### src/rtl/my_alu_pkg.sv
// rtl/my_alu_pkg.sv - shared widths, stage weights and stage register bundle for the ALU shifters
// Optional rotate field controlled by MY_LEFTSHIFT_ROTATE_EN.
package my_alu_pkg;

  localparam int ALU_DATA_WIDTH  = 32;
  localparam int ALU_SHAMT_WIDTH = 5;

  // Stage s handles shamt bit (shamt_width-1-s), so the heaviest shift comes first.
  function automatic int stage_weight(input int s, input int shamt_width);
    return 1 << (shamt_width - 1 - s);
  endfunction

  typedef struct packed {
    logic [ALU_DATA_WIDTH-1:0]  data;
    logic [ALU_SHAMT_WIDTH-1:0] shamt;
`ifdef MY_LEFTSHIFT_ROTATE_EN
    logic                       rotate;
`endif
    logic                       valid;
  } stage_reg_t;

endpackage

### src/rtl/my_leftshift_stage.sv
// rtl/my_leftshift_stage.sv - one registered conditional left shift by SHIFT_DIST
// Rotate input/output exist only with MY_LEFTSHIFT_ROTATE_EN.
module my_leftshift_stage
  import my_alu_pkg::*;
#(
  parameter int DATA_WIDTH  = ALU_DATA_WIDTH,
  parameter int SHAMT_WIDTH = ALU_SHAMT_WIDTH,
  parameter int SHIFT_DIST  = 1
) (
  input  logic                   clock,
  input  logic                   reset_n,
  input  logic                   stall,
  input  logic                   flush,
  input  logic                   in_valid,
  input  logic [DATA_WIDTH-1:0]  in_data,
  input  logic [SHAMT_WIDTH-1:0] in_shamt,
`ifdef MY_LEFTSHIFT_ROTATE_EN
  input  logic                   in_rotate,
  output logic                   out_rotate,
`endif
  output logic                   out_valid,
  output logic [DATA_WIDTH-1:0]  out_data,
  output logic [SHAMT_WIDTH-1:0] out_shamt
);

  localparam int BIT_IDX = $clog2(SHIFT_DIST);

  logic [DATA_WIDTH-1:0]  shifted;
  logic [SHAMT_WIDTH-1:0] remaining;

  always_comb begin
    shifted = in_data;
    if (in_shamt[BIT_IDX]) begin
`ifdef MY_LEFTSHIFT_ROTATE_EN
      if (in_rotate)
        shifted = (in_data << SHIFT_DIST) | (in_data >> (DATA_WIDTH - SHIFT_DIST));
      else
        shifted = in_data << SHIFT_DIST;
`else
      shifted = in_data << SHIFT_DIST;
`endif
    end
    remaining          = in_shamt;
    remaining[BIT_IDX] = 1'b0;
  end

  // Flush wins over stall so a frozen pipe can still be emptied.
  always_ff @(posedge clock or negedge reset_n) begin
    if (!reset_n) begin
      out_valid  <= 1'b0;
      out_data   <= '0;
      out_shamt  <= '0;
`ifdef MY_LEFTSHIFT_ROTATE_EN
      out_rotate <= 1'b0;
`endif
    end else if (flush) begin
      out_valid  <= 1'b0;
    end else if (!stall) begin
      out_valid  <= in_valid;
      out_data   <= shifted;
      out_shamt  <= remaining;
`ifdef MY_LEFTSHIFT_ROTATE_EN
      out_rotate <= in_rotate;
`endif
    end
  end

endmodule

### src/rtl/my_pipelined_leftshifter.sv
// rtl/my_pipelined_leftshifter.sv - SHAMT_WIDTH-stage pipelined logical left barrel shifter
// Define MY_LEFTSHIFT_ROTATE_EN to add the rotate input.
module my_pipelined_leftshifter
  import my_alu_pkg::*;
#(
  parameter int DATA_WIDTH  = ALU_DATA_WIDTH,
  parameter int SHAMT_WIDTH = ALU_SHAMT_WIDTH
) (
  input  logic                   clock,
  input  logic                   reset_n,
  input  logic                   in_valid,
  input  logic [DATA_WIDTH-1:0]  data_input,
  input  logic [SHAMT_WIDTH-1:0] shamt,
`ifdef MY_LEFTSHIFT_ROTATE_EN
  input  logic                   rotate,
`endif
  input  logic                   stall,
  input  logic                   flush,
  output logic                   out_valid,
  output logic [DATA_WIDTH-1:0]  data_output
);

  // Index 0 is the input side; index SHAMT_WIDTH is the last stage register.
  logic                   pipe_valid [SHAMT_WIDTH+1];
  logic [DATA_WIDTH-1:0]  pipe_data  [SHAMT_WIDTH+1];
  logic [SHAMT_WIDTH-1:0] pipe_shamt [SHAMT_WIDTH+1];
`ifdef MY_LEFTSHIFT_ROTATE_EN
  logic                   pipe_rot   [SHAMT_WIDTH+1];
`endif

  assign pipe_valid[0] = in_valid;
  assign pipe_data[0]  = data_input;
  assign pipe_shamt[0] = shamt;
`ifdef MY_LEFTSHIFT_ROTATE_EN
  assign pipe_rot[0]   = rotate;
`endif

  for (genvar s = 0; s < SHAMT_WIDTH; s++) begin : g_stage
    my_leftshift_stage #(
      .DATA_WIDTH  (DATA_WIDTH),
      .SHAMT_WIDTH (SHAMT_WIDTH),
      .SHIFT_DIST  (stage_weight(s, SHAMT_WIDTH))
    ) u_stage (
      .clock      (clock),
      .reset_n    (reset_n),
      .stall      (stall),
      .flush      (flush),
      .in_valid   (pipe_valid[s]),
      .in_data    (pipe_data[s]),
      .in_shamt   (pipe_shamt[s]),
`ifdef MY_LEFTSHIFT_ROTATE_EN
      .in_rotate  (pipe_rot[s]),
      .out_rotate (pipe_rot[s+1]),
`endif
      .out_valid  (pipe_valid[s+1]),
      .out_data   (pipe_data[s+1]),
      .out_shamt  (pipe_shamt[s+1])
    );
  end

  assign out_valid   = pipe_valid[SHAMT_WIDTH];
  assign data_output = pipe_data[SHAMT_WIDTH];

  // Every shamt bit has been consumed by the last stage; its copy has no reader.
  logic unused_tail;
`ifdef MY_LEFTSHIFT_ROTATE_EN
  assign unused_tail = ^{pipe_shamt[SHAMT_WIDTH], pipe_rot[SHAMT_WIDTH]};
`else
  assign unused_tail = ^pipe_shamt[SHAMT_WIDTH];
`endif

endmodule

### config.mk
export PLATFORM = sky130hd
export DESIGN_NAME = my_pipelined_leftshifter
export DESIGN_NICKNAME = d
export VERILOG_FILES = /design/src/rtl/my_alu_pkg.sv /design/src/rtl/my_leftshift_stage.sv /design/src/rtl/my_pipelined_leftshifter.sv
export SDC_FILE = /design/constraint.sdc
export NUM_CORES = 1
export LEC_CHECK = 0
export CORE_UTILIZATION = 57
export DETAILED_ROUTE_END_ITERATION = 7
export PLACE_DENSITY_LB_ADDON = 0.12
export SYNTH_ARGS = -nofsm -noshare
export SYNTH_HDL_FRONTEND = slang
export SYNTH_SLANG_ARGS = --single-unit
### constraint.sdc
create_clock -name clock -period 1.4 [get_ports clock]
set_input_delay 0.21 -clock clock [delete_from_list [all_inputs] [get_ports clock]]
set_output_delay 0.21 -clock clock [all_outputs]
set_load 0.01 [all_outputs]
# ---- Word-level counts from Yosys, hierarchy flattened
# Cells that the tools add are included.
dict set report word_totals {
  regBits 175
  word_cells 33
  inputBits 42
}
dict set report classes {
  n_eq_ne 1
  muxes 15
  n_reduce_logical 1
  bitwise 2
}
# op count
set ops {}
lappend ops {{two-way mux 32 bit} 5}
lappend ops {{two-way mux 1 bit} 10}
lappend ops {{!= test 2 x 1 -> 1 bit (second input constant)} 1}
lappend ops {{NOT 1 bit} 2}
lappend ops {{AND reduction 2 bit} 1}

# ---- Depth between registers and ports, before layout
# Gate-level depths: netlist of run 1.
dict set report depth {
  word_depth 2
  depth_mapped 5
  depth_no_buf 2
}

# ---- Cells and area by module
# From an unflattened synthesis of run 1, not the netlist that was laid out.
dict set report hier_totals {
  hier_cells 779
  hier_area_um2 8931.1
}
# mod cells_per_inst n_inst area_each_um2
set by_module_without_submodules {}
lappend by_module_without_submodules {{my_leftshift_stage at g_stage[4].u_stage} 156 1 1808.0}
lappend by_module_without_submodules {{my_leftshift_stage at g_stage[3].u_stage} 156 1 1804.2}
lappend by_module_without_submodules {{my_leftshift_stage at g_stage[2].u_stage} 156 1 1796.7}
lappend by_module_without_submodules {{my_leftshift_stage at g_stage[1].u_stage} 156 1 1779.2}
lappend by_module_without_submodules {{my_leftshift_stage at g_stage[0].u_stage} 155 1 1742.9}

# ---- Worst setup path after synthesis of run 1
# No wires, ideal clock.
dict set report synth_path {
  path_kind {input-to-reg}
  from {in flush}
  to {reg g_stage[0].u_stage.out_shamt[0]}
  setup_slack_ps 162
  n_path_buf 3
  arrival_time_ps 1113
  t_required_ps 1275
  stages 5
  setup_ps 125
  path_cell_list {or2_1 > buf_6 > buf_6 > buf_6 > mux2_4}
}
dict set report synth_between {
  elab_chain_cells 2
}
# element line_no
set synth_rtl {}
lappend synth_rtl {{start, declared} my_pipelined_leftshifter.sv:18} ;# input logic flush,
lappend synth_rtl {{NOT 1 bit (no line)} n/a}
lappend synth_rtl {{AND reduction 2 bit (no line)} n/a}
lappend synth_rtl {{end signal, assigned} my_leftshift_stage.sv:61} ;# out_shamt <= remaining;
lappend synth_rtl {{end, declared} my_leftshift_stage.sv:23} ;# output logic [SHAMT_WIDTH-1:0] out_shamt
# Every way passes these cells.
# A chain may end at the register's enable or synchronous reset.

# ---- Worst setup path after layout of run 1
dict set report layout_path {
  from {reg g_stage[4].u_stage.out_data[28]}
  to {out data_output[28]}
}
# element line_no
set layout_lines {}
lappend layout_lines {{start, declared} my_leftshift_stage.sv:22} ;# output logic [DATA_WIDTH-1:0] out_data,
lappend layout_lines {{start signal, assigned} my_leftshift_stage.sv:60} ;# out_data <= shifted;
lappend layout_lines {{end, declared} my_pipelined_leftshifter.sv:20} ;# output logic [DATA_WIDTH-1:0] data_output
# No word-level cell between the ends.

==> metrics.md, run 1 <==
| Metric | Value |
|---|---|
| Status | `complete, no violations` |
| Post-route setup TNS | `0 ns` |
| Worst IR Drop VDD | `0.873 mV` |
| Final Core Density | `0.707` |
| Core footprint | `0.0135 sq mm` |
| Worst path buffer plus inverter count | `1` |
| Synth cell types | `12` |
| Area delta synth->final | `18.8%` |
| Drt first-iter violations | `around 470` |
| Max incr delay on CP | `0.42 ns` |
| Peak Freq | `0.738 GHz` |
| Post-DR wirelength/cell | `16.6 um` |
| Top-area cell type share of the netlist area | `0.547` |
| Fillers | `1070` |
| Pwr per Cell Area | `1580 mW/mm^2` |
| Global route hottest layer | `met2` |
| Diodes inserted | `0` |
| Leakage | `4.35 nW` |
| Final worst-path cycle share | `0.968` |
| Cell family with most CP delay | `flip-flops` |
| Worst-path clk slew | `0.06 ns` |
| Effective utilization at floorplan | `0.595` |
| Ys Warns | `0` |
| Skew-Pair Late Insertion Delay | `between 0.4 and 0.5 ns` |
| Row count | `42` |
| Register area share after synthesis | `0.547` |
| Arrival time at the worst endpoint | `1.15 ns` |
| Startpoint types | `register` |
| CP Max Fanout | `2` |
| Final ANT Viol Nets | `0` |
| Largest net degree at the start of global routing | `106` |
| Max_slew headroom | `0.561` |
| Critical path class | `reg -> out` |
| Period minus WS final | `roughly 1.4 ns` |
| Post-route insts no fill | `approximately 980` |
| Clk sink count | `175` |
| Final Hold Fails | `0` |
| Grt total ovfl | `0` |
| Worst Max-Slew Pin Slew | `0.659 ns` |
| RSZ-0062 raised after global routing | `false` |
| Crit path required time | `between 1 and 1.5 ns` |
| TritonRoute pass-1 iters | `4` |
| First-pass GRT wire length | `27.9 mm` |
| Most area-hungry cell type in the Yosys netlist | `dfrtp_1` |
| Syn_nets | `~790` |
| Die height | `121 um` |
| Clock Tree Root | `clkbuf_16` |
| Setup Fix Bufs, Post-CTS | `0` |
| Port-buffer cells | `74` |
| Pins Over Slew Limit | `0` |
| Syn Area/Cell | `between 10 and 15 sq um` |
| CP Launch Point | `g_stage[4].u_stage.out_data[28]` |
| CP cell instances | `dlygate4sd2_1` |
| Count of endpoints failing setup in the final report | `0` |
| M1 GR Usage | `0.335` |
| Final WS setup | `0.0442 ns` |
| Yosys reg bits | `175` |
| MaxCap Viol Count | `0` |
| Gpl congestion | `0.797` |
| Synth area leaders | `dfrtp_1 (55%), o21ai_0 (20%), mux2i_1 (17%)` |
| Final clock skew | `0.00431 ns` |
| GRT Total Usage | `0.243` |
| Die W | `121 um` |
| Drt total wl | `16.2 mm` |
| GR Layer Usage met2 | `0.388` |
| Worst Setup Slack post-DPL | `0.0124 ns` |
| # nets final | `a little over 800` |
| Post-Syn Area | `about 0.0080 sq mm` |
| Hold Path Class | `in -> async` |
| # H-tree levels | `4` |
| Sequential cell area | `between 0.004 and 0.005 sq mm` |
| Number of I/O pins | `75` |
| Clock tree from TritonCTS | `built` |
| # DRC | `0` |
| CTS max path bufs | `2` |
| Die ar. | `roughly 0.015 sq mm` |
| Area of the multi-input gates | `0.00331 sq mm` |
| Num CTS Buffers | `17` |
| Layout cell share with drive strength beyond 1 | `0.0787` |
| Vias | `5762` |
| Met3 usage | `0.0458` |
| Hold_ws | `0.267 ns` |
| Routed vias/inst | `5.90` |
| Post-synthesis instance total | `750` |
| Initial antenna violation count | `0` |
| Slowest cell on crit path | `dfrtp_1` |
| Final HPWL DP | `10.6 mm` |
| Overall Power | `15.0 mW` |
| Placed Instance Area | `roughly 0.0090 sq mm` |
| Vias in the first global route | `5638` |
| Placed instance count | `~940` |
| CP endpoint kind | `primary output` |
| Critical R2R Launch | `g_stage[3].u_stage.out_shamt[0]` |
| Final instance area | `0.00951 sq mm` |
==> what timing repair did <==
item | in CTS | in global routing
endpoints found under the setup margin | 33 | 0
hold buffers | 1 | 0
hold endpoints to repair | 32 | 0
resized for setup | 33 | 0
==> worst reg2reg max path: cells and delay by family, from the launching register on <==
family	cells	cell delay, ns
compound gates	1	0.10
buf+inv	1	0.24
flops	1	0.40
mux	1	0.26
==> Yosys cell counts <==
library cell    n
nor2_1          5
buf_1           1
mux2_4         10
buf_2          13
clkbuf_1       57
o21ai_0       314
mux2i_1       134
nand2b_1       31
or2_1           1
dfrtp_1       175
buf_6           3
o21ai_1         6
==> where the power goes <==
part           total (mW)  switching [mW]  leakage (nW)  internal (mW)
Sequential           6.93           0.769          2.30           6.16
Combinational        3.50            1.74          1.77           1.76
Clock                4.60            1.85         0.288           2.75
==> worst paths after layout <==
check                                                  end  slack, ns  depth (start not counted)
max reg2reg                g_stage[4].u_stage.out_data[25]       0.27                          3
min                        g_stage[4].u_stage.out_data[25]       0.27                          2
min reg2reg                g_stage[4].u_stage.out_data[13]       0.50                          2
max                                        data_output[28]       0.04                          1
max in group asynchronous   g_stage[1].u_stage.out_data[3]       0.50                          3
min in group clock            g_stage[3].u_stage.out_valid       0.35                          3
==> cells in the final DEF (no fill, tap or decap) <==
cell type	instances
dfrtp_1	175
clkbuf_1	1
mux2i_1	134
clkinv_4	1
bufinv_16	2
or2_4	1
clkbuf_8	3
buf_4	6
o21ai_1	6
dlygate4sd3_1	1
nand2b_1	31
dlygate4sd2_1	33
mux2_4	10
nor2_1	5
clkinvlp_4	2
clkbuf_16	17
buf_6	1
clkinv_2	6
clkdlybuf4s50_1	38
buf_12	14
o21ai_0	314
==> layout make-up <==
cell class / instances / area share
Tap cell: 176 / 0.0231
Multi-Input combinational cell: 501 / 0.348
Sequential cell: 175 / 0.460
Clock buffer: 21 / 0.0494
Timing Repair Buffer: 93 / 0.107
Clock inverter: 11 / 0.0120
==> logic make-up (layout without fill, tap and decap cells) <==
group | count (synthesis) | in the layout | synth area share
AOI/OAI and AO/OA | 320 | 320 | 0.200
buffers and inverters | 74 | 125 | 0.0395
DFF | 175 | 175 | 0.547
muxes | 144 | 144 | 0.186
and+or+nand+nor | 37 | 37 | 0.0273
==> flip-flops by register name, indices dropped and copies added (netlist names) <==
name / count
g_stage.u_stage.out_data: 160
g_stage.u_stage.out_shamt: 10
g_stage.u_stage.out_valid: 5
==> metal layers <==
layer  share of wire  routed length, um  up-vias
li1                -                  -     2764
met1            0.45               7350     2830
met2            0.49               7960      148
met3           0.039                629       20
met4           0.014                232        0
met5               0                  0        -
No activity file was read; power rests on OpenSTA's default activity.
==> inputs of run 2 (changes only) <==
==> constraint.sdc (replaced) <==
create_clock -name clock -period 1.4 [get_ports clock]
set_input_delay 0.21 -clock clock [delete_from_list [all_inputs] [get_ports clock]]
set_output_delay 0.21 -clock clock [all_outputs]
set_load 0.1 [all_outputs]
==> run 2 against run 1 <==
  * Cell area increased by 4.8%
  * Die area unchanged
  * Critical path depth unchanged
  * Sequential power increased by 3%
  * Count of clock-buffer cells in the layout decreased by 1
  * Global-route usage decreased by 0.22 points
  * Sequential share of layout area decreased by 2.1 points
  * Flip-flop and latch count unchanged
  * Clock power increased by 15%
  * Critical endpoint is now data_output[29]
==> metrics.md, run 2 (synthesized netlist as in run 1, its figures left out) <==
| Metric | Value |
|---|---|
| Startpoint types | `register` |
| Hold Path Class | `in -> async` |
| Clock Tree Root | `clkbuf_16` |
| CP cell instances | `buf_12` |
| Max incr delay on CP | `0.44 ns (+0.02 ns)` |
| CP Max Fanout | `2 (unchanged)` |
| TritonRoute pass-1 iters | `5 (+1)` |
| Setup Fix Bufs, Post-CTS | `0 (unchanged)` |
| Period minus WS final | `1.27 ns (-0.0819 ns)` |
| Clock tree from TritonCTS | `built` |
| Most frequent cells in the layout | `o21ai_0 (314), dfrtp_1 (175), mux2i_1 (134)` |
| Cell family with most CP delay | `flip-flops` |
| GRT Total Usage | `0.241 (-0.00224)` |
| Die W | `121 um (unchanged)` |
| Final WS setup | `0.126 ns (+0.0819 ns)` |
| Row count | `42 (unchanged)` |
| Max reg flops | `160 (unchanged)` |
| Largest regs | `g_stage.u_stage.out_data (160), g_stage.u_stage.out_shamt (10), g_stage.u_stage.out_valid (5)` |
| # H-tree levels | `4 (unchanged)` |
| Skew-Pair Late Insertion Delay | `0.42 ns (about the same)` |
| Post-DR wirelength/cell | `16.5 um (-0.38%)` |
| Routed vias/inst | `5.79 (-1.9%)` |
| Post-route insts no fill | `979 (+0.20%)` |
| Initial antenna violation count | `0 (unchanged)` |
| Die height | `121 um (unchanged)` |
| RR Endpoint | `g_stage[4].u_stage.out_data[2]` |
| Gpl congestion | `0.774 (-2.8%)` |
| Most common cell after layout, fill and taps aside | `o21ai_0` |
| Crit path required time | `1.19 ns (about the same)` |
| Die ar. | `0.0145 sq mm (unchanged)` |
| Hold_ws | `0.276 ns (+0.00881 ns)` |
| Overall Power | `18.9 mW (+26%)` |
| Effective utilization at floorplan | `0.595 (unchanged)` |
| Vias | `5666 (-1.7%)` |
| Worst Max-Slew Pin Slew | `0.686 ns (+0.0268 ns)` |
| Critical R2R Launch | `g_stage[3].u_stage.out_shamt[0]` |
| Diodes inserted | `0 (unchanged)` |
| Status | `complete, no violations` |
| # DRC | `0 (unchanged)` |
| Worst Setup Slack post-DPL | `-0.0202 ns (-0.0326 ns)` |
| CTS max path bufs | `2 (unchanged)` |
| Final ANT Viol Nets | `0 (unchanged)` |
| Biggest register | `g_stage.u_stage.out_data` |
| Post-route setup TNS | `0 ns (unchanged)` |
| Arrival time at the worst endpoint | `1.06 ns (-0.09 ns)` |
| First-pass GRT wire length | `27.6 mm (-1.0%)` |
| Area delta synth->final | `24.5%` |
| Placed instance count | `947 (+0.32%)` |
| Largest net degree at the start of global routing | `106 (unchanged)` |
| Drt first-iter violations | `428 (-8.5%)` |
| Drt total wl | `16.1 mm (-0.17%)` |
| MaxCap Viol Count | `0 (unchanged)` |
| Worst IR Drop VDD | `0.895 mV (+2.5%)` |
| Final Hold Fails | `0 (unchanged)` |
| Worst path buffer plus inverter count | `1 (unchanged)` |
| Final worst-path cycle share | `0.910 (-0.0585)` |
| Num CTS Buffers | `17 (unchanged)` |
| RSZ-0062 raised after global routing | `false` |
| Leakage | `4.43 nW (+1.6%)` |
| Critical path class | `reg -> out` |
| Vias in the first global route | `5621 (-0.30%)` |
| Slowest cell on crit path | `dfrtp_1` |
| CP endpoint kind | `primary output` |
| Grt total ovfl | `0 (unchanged)` |
| Port-buffer cells | `74 (unchanged)` |
| Count of endpoints failing setup in the final report | `0 (unchanged)` |
| Fillers | `987 (-7.8%)` |
| Pins Over Slew Limit | `0 (unchanged)` |
| Layout cell share with drive strength beyond 1 | `0.122 (+0.0434)` |
| Core footprint | `0.0135 sq mm (unchanged)` |
| R2r setup slk | `0.25 ns (-0.02 ns)` |
| Final clock skew | `0.00624 ns (+0.00193 ns)` |
| Reg2reg path depth | `3 (unchanged)` |
| Max_slew headroom | `0.543 (-0.0179)` |
| Final HPWL DP | `10.8 mm (+1.5%)` |
| Clk sink count | `175 (unchanged)` |
| Pwr per Cell Area | `1900 mW/mm^2 (+20%)` |
| Number of I/O pins | `75 (unchanged)` |
| Peak Freq | `0.785 GHz (+6.4%)` |
| Worst-path clk slew | `0.06 ns (about the same)` |
| # nets final | `833 (+0.36%)` |
==> run 2: cell count changes in the layout (fill, tap and decap cells not counted) <==
cell	before	now
clkinv_2	6	3
clkinvlp_4	2	1
bufinv_16	2	6
buf_12	14	45
buf_4	6	11
dlygate4sd2_1	33	0
clkbuf_8	3	2
==> run 2: through the flow <==
stage	util	area (sq um)
after floorplan	-	8010
after global placement	0.690	9290
after detailed placement	0.690	9290
after CTS	0.741	9970
after global routing	0.741	9970
final	0.741	9970
==> run 2: repair_timing <==
item,in CTS,in global routing
gates resized for setup,0,0
hold buffers,1,0
endpoints found under the setup margin,0,0
endpoints found under the hold margin,35,0
==> run 2: cell type report <==
| cell class | instances | area, sq um | share of cell area |
|---|---|---|---|
| multi-input cells | 501 | 3310 | 0.333 |
| repair buffers | 96 | 1390 | 0.139 |
| well taps | 176 | 220 | 0.0221 |
| clock buffers | 20 | 457 | 0.0458 |
| flip-flops and latches | 175 | 4380 | 0.439 |
| clock inverters | 11 | 211 | 0.0212 |
==> run 2: worst register-to-register path, cell delays in order (launching register included) <==
cell	delay, ns
dfrtp_1	0.39
buf_12	0.24
mux2i_1	0.27
o21ai_0	0.11
==> run 2: worst max path at each step <==
stage | from | to | cells past startpoint
after detailed placement | shamt[4] | g_stage[0].u_stage.out_data[31] | 4
after global routing | g_stage[4].u_stage.out_data[29] | data_output[29] | 1
after floorplan | g_stage[4].u_stage.out_data[0] | g_stage[4].u_stage.out_data[0] | 2
after CTS | g_stage[4].u_stage.out_data[28] | data_output[28] | 1
final | g_stage[4].u_stage.out_data[29] | data_output[29] | 1
after global placement | shamt[4] | g_stage[0].u_stage.out_data[31] | 4
==> run 2: where the power goes <==
part / total (mW) / switching, mW / internal (mW)
combinational: 6.49 / 3.87 / 2.62
clock: 5.28 / 1.86 / 3.42
sequential: 7.12 / 0.956 / 6.16
==> run 2: metal layers <==
layer / up-vias / routed length, um / track usage
met3: 23 / 596 / 0.0410
met4: 0 / 269 / 0.0880
met2: 122 / 7770 / 0.377
li1: 2767 / - / -
met1: 2754 / 7510 / 0.341
met5: - / 0 / 0
==> edit (settings of run 2) <==
Reset style: synchronous (`reset_n`), changed in one clocked block.
--- a/src/rtl/my_leftshift_stage.sv
+++ b/src/rtl/my_leftshift_stage.sv
@@ -45,7 +45,7 @@
   end
 
   // Flush wins over stall so a frozen pipe can still be emptied.
-  always_ff @(posedge clock or negedge reset_n) begin
+  always_ff @(posedge clock) begin
     if (!reset_n) begin
       out_valid  <= 1'b0;
       out_data   <= '0;
Function: changed (a bounded check fails within 10 cycles, from zero or initial values and one cycle with reset_n low; the reset may be asserted at any time).
==> edit against run 2 <==
Core utilization rose by 0.27 points; sequential cell count did not move; critical path depth rose by 2; first-iteration DRC count rose by 47%; setup slack got worse by 0.020 ns; area after synthesis rose by 3.8%; hold slack got worse by 0.16 ns; final area rose by 4.8%; register-to-register slack got worse by 0.14 ns; wire length rose by 18%.
Power is not compared: it rests on default switching activity, and its combinational part moved more than twofold at a synthesized area within 25%.
==> edit: results (changes against run 2) <==
Yosys
  • Synth area leaders: dfxtp_1 (42%), o221a_2 (15%), a211o_1 (11%)
  • Post-synth net total: 848 (+7.1%)
  • Synthesized area per cell: 10.3 µm² (-3.4%)
  • Most frequent cells after synthesis: dfxtp_1 (175), a211o_1 (108), nor2b_1 (108), o221a_2 (108), clkbuf_1 (68)
  • Sequential area share after synthesis: 42.2% (-13 points)
  • Yosys warns: 0 (unchanged)
  • Distinct cells, synth: 20 (+8)
  • Async S/R FF share, synth: 0% (-100 points)

Pwr
  • Seq group: 5.46 mW
  • Internal cell power: 9.49 mW
  • Logic pwr share: 15.3%
  • Worst IR drop on VDD: 0.00102 V
  • Leakage power: 4.18 nW

Detailed routing
  • Met1 wire length: 8720 µm (+16%)
  • Via density: 6.42 (+11%)
  • Vias: 6691 (+18%)
  • Drt first-iter violations: 630 (+47%)
  • Wire per inst: 18.3 µm (+11%)
  • Met2 WL post-DR: 9260 µm (+19%)
  • First-pass detailed-route iteration total: 5 (unchanged)
  • Met3 WL post-DR: 674 µm (+13%)

Clock network
  • Htree depth: 4 (unchanged)
  • CTS Root Cell: clkbuf_16
  • Cts bufs inserted: 17 (unchanged)
  • Setup Fix Bufs, Post-CTS: 0 (unchanged)
  • Clock Latency Late Sink: 0.44 ns (+0.02 ns)
  • Max Root-Sink Buffers: 2 (unchanged)

Placed design
  • Placed Cells: 1011 (+6.8%)
  • Gpl congestion: 0.823 (+6.3%)
  • HPWL after DPL: 12800 µm (+19%)
  • Port bufs: 74 (unchanged)

Global routing
  • First-pass GRT wire length: 31500 µm (+14%)
  • Met2 usage: 43.8% (+6.1 points)
  • Initial antenna violation count: 0 (unchanged)
  • Pin count of the biggest net entering global routing: 85 (-20%)
  • Vias in the first global route: 6268 (+12%)
  • Tot GR Track Use: 26.6% (+2.5 points)
  • Global routing usage on met1: 34.4% (+0.31 points)
  • GRT met3 Usage: 4.41% (+0.31 points)

Worst hold path
  • Tightest Hold Check Type: in -> reg

STA
  • Fin Clk Skew: 0.00906 ns (+0.00281 ns)
  • Relative slew slack: 74.6% (+20 points)

Worst setup path
  • CP max-delay cell: or4b_1
  • Arrival @ worst endpoint: 1.66 ns (+0.60 ns)
  • Slowest stage delay, CP: 0.55 ns (+0.11 ns)
  • Crit path from: g_stage[0].u_stage.out_shamt[3]
  • Max FO, Critical Path: 40 (+38)

Status
  • Status: complete, no violations

Layout
  • Layout cells sized above 1: 31.1% (+19 points)
  • Largest register FFs: 160 (unchanged)
  • Top Registers: g_stage.u_stage.out_data (160), g_stage.u_stage.out_shamt (10), g_stage.u_stage.out_valid (5)
  • Final net count: 892 (+7.1%)
==> edit: final timing paths <==
| kind | to | slack [ns] | cells past startpoint |
|---|---|---|---|
| max | g_stage[1].u_stage.out_data[2] | 0.11 | 3 |
| min | g_stage[1].u_stage.out_data[29] | 0.11 | 2 |
| max reg2reg | g_stage[1].u_stage.out_data[2] | 0.11 | 3 |
| min reg2reg | g_stage[0].u_stage.out_shamt[1] | 0.48 | 2 |
==> edit: cells by family (layout without fill, tap and decap cells) <==
kind of cell	Yosys count	after routing	share of synthesized area (%)
AO/OA/AOI/OAI	340	340	35.4
buffers and inverters	109	166	6.05
flip-flops	175	175	42.2
multiplexers	26	26	3.13
AND/OR/NAND/NOR	156	156	13.3
==> edit: layout make-up <==
class / count / area [µm²]
flip-flops and latches: 175 / 3510
clock inverters: 12 / 205
multi-input cells: 522 / 4310
inverters: 1 / 3.75
repair buffers: 133 / 1720
clock buffers: 20 / 467
well taps: 180 / 225
fillers: 960 / 3600
==> edit: stage by stage <==
step / power [mW] / util, % / cell area, µm² / setup slack [ns]
after global routing: 13.1 / 74.4 / 10400 / 0.0379
after CTS: 12.8 / 74.4 / 10400 / 0.109
after detailed placement: 7.51 / 69.6 / 9770 / -0.204
final: 12.7 / 74.4 / 10400 / 0.106
after global placement: 7.45 / 69.6 / 9770 / -0.122
after floorplan: 6.80 / - / 8310 / 0.0685
==> edit: worst max-delay path: cells and delay by family (launching register included) <==
kind                   cells  cell delay (ns)
AO/OA/AOI/OAI              1             0.16
AND/OR/NAND/NOR            1             0.55
buffers and inverters      1             0.17
flip-flops                 1             0.33
